File: config.mk
export PLATFORM = sky130hd
export DESIGN_NAME = stopwatch_time_counter
export DESIGN_NICKNAME = d
export VERILOG_FILES = /design/src/rtl/stopwatch_time_counter.sv
export SDC_FILE = /design/constraint.sdc
export NUM_CORES = 1
export LEC_CHECK = 0
export CORE_ASPECT_RATIO = 0.9
export CORE_MARGIN = 2
export CORE_UTILIZATION = 50
export DETAILED_ROUTE_END_ITERATION = 7
export PLACE_DENSITY = 0.7
export REMOVE_ABC_BUFFERS = 1
export SLEW_MARGIN = 20
export SYNTH_ARGS = -nofsm -noshare
export SYNTH_HDL_FRONTEND = slang
export SYNTH_SLANG_ARGS = --single-unit
File: constraint.sdc
create_clock -name clk -period 3.9 [get_ports clk]
set_clock_uncertainty 0.2 [all_clocks]
set_input_delay 0.78 -clock clk [delete_from_list [all_inputs] [get_ports clk]]
set_output_delay 0.78 -clock clk [all_outputs]
set_load 0.02 [all_outputs]
File: src/rtl/stopwatch_time_counter.sv
// MM:SS stopwatch time base: a prescaler divides clk to one-second steps that
// drive a four-digit BCD counter. It freezes in HOLD and clears in IDLE.
module stopwatch_time_counter #(
    parameter int TICK_DIV = 100000000
) (
    input  logic       clk,
    input  logic       reset,
    input  logic       enable_count,
    input  logic       enable_pause,
    output logic [3:0] sec_ones,
    output logic [3:0] sec_tens,
    output logic [3:0] min_ones,
    output logic [3:0] min_tens,
    output logic       tick,
    output logic       rollover
);
    localparam int PW = $clog2(TICK_DIV);
    localparam logic [PW-1:0] LAST = PW'(TICK_DIV - 1);

    logic [PW-1:0] r_presc;
    logic [3:0]    r_sec_ones;
    logic [3:0]    r_sec_tens;
    logic [3:0]    r_min_ones;
    logic [3:0]    r_min_tens;
    logic          r_tick;
    logic          r_rollover;

    logic w_wrap;
    logic w_so_max;
    logic w_st_max;
    logic w_mo_max;
    logic w_mt_max;

    assign w_wrap   = (r_presc == LAST);
    assign w_so_max = (r_sec_ones == 4'd9);
    assign w_st_max = (r_sec_tens == 4'd5);
    assign w_mo_max = (r_min_ones == 4'd9);
    assign w_mt_max = (r_min_tens == 4'd5);

    // enable_pause has priority, so both inputs high behaves as HOLD.
    always_ff @(posedge clk or negedge reset) begin
        if (!reset) begin
            r_presc    <= '0;
            r_sec_ones <= 4'd0;
            r_sec_tens <= 4'd0;
            r_min_ones <= 4'd0;
            r_min_tens <= 4'd0;
            r_tick     <= 1'b0;
            r_rollover <= 1'b0;
        end else if (enable_pause) begin
            r_tick     <= 1'b0;
            r_rollover <= 1'b0;
        end else if (enable_count) begin
            r_tick     <= 1'b0;
            r_rollover <= 1'b0;
            if (w_wrap) begin
                r_presc    <= '0;
                r_tick     <= 1'b1;
                r_sec_ones <= w_so_max ? 4'd0 : r_sec_ones + 4'd1;
                if (w_so_max) begin
                    r_sec_tens <= w_st_max ? 4'd0 : r_sec_tens + 4'd1;
                    if (w_st_max) begin
                        r_min_ones <= w_mo_max ? 4'd0 : r_min_ones + 4'd1;
                        if (w_mo_max) begin
                            r_min_tens <= w_mt_max ? 4'd0 : r_min_tens + 4'd1;
                            r_rollover <= w_mt_max;
                        end
                    end
                end
            end else begin
                r_presc <= r_presc + 1'b1;
            end
        end else begin
            r_presc    <= '0;
            r_sec_ones <= 4'd0;
            r_sec_tens <= 4'd0;
            r_min_ones <= 4'd0;
            r_min_tens <= 4'd0;
            r_tick     <= 1'b0;
            r_rollover <= 1'b0;
        end
    end

    assign sec_ones = r_sec_ones;
    assign sec_tens = r_sec_tens;
    assign min_ones = r_min_ones;
    assign min_tens = r_min_tens;
    assign tick     = r_tick;
    assign rollover = r_rollover;
endmodule

==> impl_metrics.json <==
{
  "end_kind": "flop",
  "drtIter0Drc": 78,
  "max_stage_delay_ns": 0.58,
  "numPortBuffers": 21,
  "worstMarginPinSlew_ns": 0.5731,
  "syn_area_per_cell_sq_um": 9.309,
  "dieArea_sq_mm": 0.005846,
  "synth.area.mux_share_pct": 1.287,
  "synthToLayoutAreaGrowth_pct": 13.73,
  "whs_ns": 0.2543,
  "finalSetupViolCount": 0,
  "antenna_cells": 0,
  "synthTopCellsByArea": "dfrtp_1 (43%), nor2_1 (4.6%), xnor2_1 (4.3%)",
  "synth_top_area_cell": "dfrtp_1",
  "place.detailed.hpwl_mm": 3.927,
  "cts_sinks": 45,
  "p_per_area_mw_per_mm2": 290.0,
  "final_util_pct": 57.84,
  "row_count": 25,
  "critPathRequiredTime_ns": 3.89,
  "crit_start": "r_presc[9]",
  "r2r_setup_slack_ns": 0.90,
  "synth_edf_count": 0,
  "synth_cells": 282,
  "slew_headroom_pct": 61.80,
  "synth_area_sq_mm": 0.002625,
  "reg2reg_from": "r_presc[9]",
  "cts_hold_buffers": 0,
  "h-tree-depth": 2,
  "fin_area_sq_mm": 0.002985,
  "cts_tree": "built",
  "via_count": 2168,
  "yosys.area.top_type_share_pct": 42.90,
  "yosys_warnings": 0,
  "ios": 22,
  "place_ws_ns": 0.9126,
  "start_kind": "flop",
  "grt_pass1_vias": 1985,
  "clk_latency_ns": 0.30,
  "finalWorstSetupSlack_ns": 0.8980,
  "clk_pin_slew_ns": 0.09,
  "synth_ff_type": "dfrtp_1",
  "netlist-cell-type-count": 49,
  "post_drt_wl_per_cell_um": 15.43,
  "synthAdderAreaFrac_pct": 4.290,
  "period_minus_slack_ns": 3.002,
  "final_cell_mix": "dfrtp_1 (45), nor2_1 (32), nand2_1 (23), clkdlybuf4s50_1 (20)",
  "max_cap_violations": 0,
  "yosysSeqAreaShare_pct": 42.90,
  "drv_slew": 0,
  "synth_xor_xnor_area_share_pct": 7.340,
  "root_buffer": "clkbuf_8",
  "core_sq_mm": 0.005161,
  "cp_max_fo": 9,
  "die_y_um": 72.74,
  "grt_pass1_wl_mm": 9.908,
  "synth_simple_gate_area_share_pct": 32.08,
  "antenna_found_initial": 0,
  "cts_resized": 0,
  "rsz0062_at_grt": "false",
  "cp_slowest_cell": "or4_4",
  "antenna_left": 0,
  "synth_seq_cells": 45,
  "outcome": "finished, final reports clean",
  "path_cells": "or4_1, or4_4, nor4_4, mux2_2, a22o_1",
  "final_common_cell": "dfrtp_1",
  "peakVddDrop_mv": 0.1824,
  "critPathBufInv": 0,
  "ctsLongestPathBuffers": 2,
  "total_leakage_power_nw": 1.298,
  "grt_overflow": 0,
  "dr.pass1.iters": 4,
  "route.detailed.drc": 0,
  "globalRouteTotalUtil_pct": 21.62,
  "post_cts_buffers": 0,
  "die_x_um": 80.38,
  "critPathKind": "flop to flop",
  "drive_gt1_share_pct": 8.251,
  "nNetsFinal": 315,
  "crit_family": "simple AND/OR/NAND/NOR gates",
  "hold_viol": 0,
  "synth_compound_area_share_pct": 9.438,
  "routed_wl_mm": 5.709,
  "avgViaCountPerCell": 5.859,
  "setup_tns_ns": 0,
  "post-route-period-util_pct": 76.97,
  "synth_top_family_by_area": "simple AND/OR/NAND/NOR gates",
  "holdCritPathClass": "primary input to async pin",
  "cp.arrival_ns": 3.00,
  "place_congestion": 0.8997,
  "fmax_mhz": 333.1,
  "grt_max_degree": 46,
  "synthArstFlopShare_pct": 100.0,
  "start_util_pct": 50.86,
  "cts_buffers": 5,
  "place_area_sq_mm": 0.002897
}
## worst paths after layout
| kind | cells after the start | end |
|---|---|---|
| max | 5 | sec_tens[1] |
| min | 1 | rollover |
| max reg2reg | 5 | sec_tens[1] |
| min reg2reg | 2 | r_presc[1] |
| max in group asynchronous | 1 | min_ones[1] |
| min in group clk | 2 | r_presc[1] |
## Yosys cell counts, types with 5 or more instances
| master | n |
|---|---|
| inv_1 | 6 |
| nand3_1 | 15 |
| ha_1 | 9 |
| nand2b_1 | 5 |
| dfrtp_1 | 45 |
| nor4_1 | 8 |
| nand4_1 | 15 |
| xor2_1 | 9 |
| nor3_1 | 12 |
| nand2_1 | 23 |
| o21ai_0 | 5 |
| and3_1 | 6 |
| nor2_1 | 32 |
| xnor2_1 | 13 |
| clkbuf_1 | 10 |
## through the flow
| stage | instances | total power [mW] |
|---|---|---|
| 2_1_floorplan | 270 | 0.5428 |
| 3_3_place_gp | 362 | 0.5895 |
| 3_5_place_dp | 362 | 0.5926 |
| 4_1_cts | 370 | 0.8778 |
| 5_1_grt | 370 | 0.9110 |
| 6_report | 370 | 0.8659 |
## final cells by class
type	count	area, sq um
clock inverters	3	17.52
clock buffers	5	68.82
well taps	67	83.83
flip-flops and latches	45	1126
inverters	6	22.52
fillers	454	2176
repair buffers	25	237.7
multi-input cells	219	1429
## registers in the layout, indices dropped and copies added, names as in the netlist
| signal | cells |
|---|---|
| sec_ones | 4 |
| tick | 1 |
| sec_tens | 4 |
| min_tens | 4 |
| rollover | 1 |
| min_ones | 4 |
| r_presc | 27 |
## cell families after synthesis
kind of cell / count (synthesis)
AO/OA/AOI/OAI: 34
XOR/XNOR: 22
adder cells (fa/ha/maj): 9
buffers and inverters: 18
flip-flops: 45
multiplexers: 3
AND/OR/NAND/NOR: 151
## report_power, final
| group | switching (mW) | leakage [nW] | internal [mW] |
|---|---|---|---|
| Clock | 0.159 | 0.0439 | 0.124 |
| Sequential | 0.0186 | 0.625 | 0.478 |
| Combinational | 0.0502 | 0.629 | 0.0360 |
## layer usage
layer | track usage [%] | routed length (um)
met3 | 4.084 | 142
met4 | 4.520 | 40
met5 | 0 | 0
met1 | 32.62 | 2943
met2 | 32.59 | 2583
Note: power is estimated with default switching activity, not from simulation.
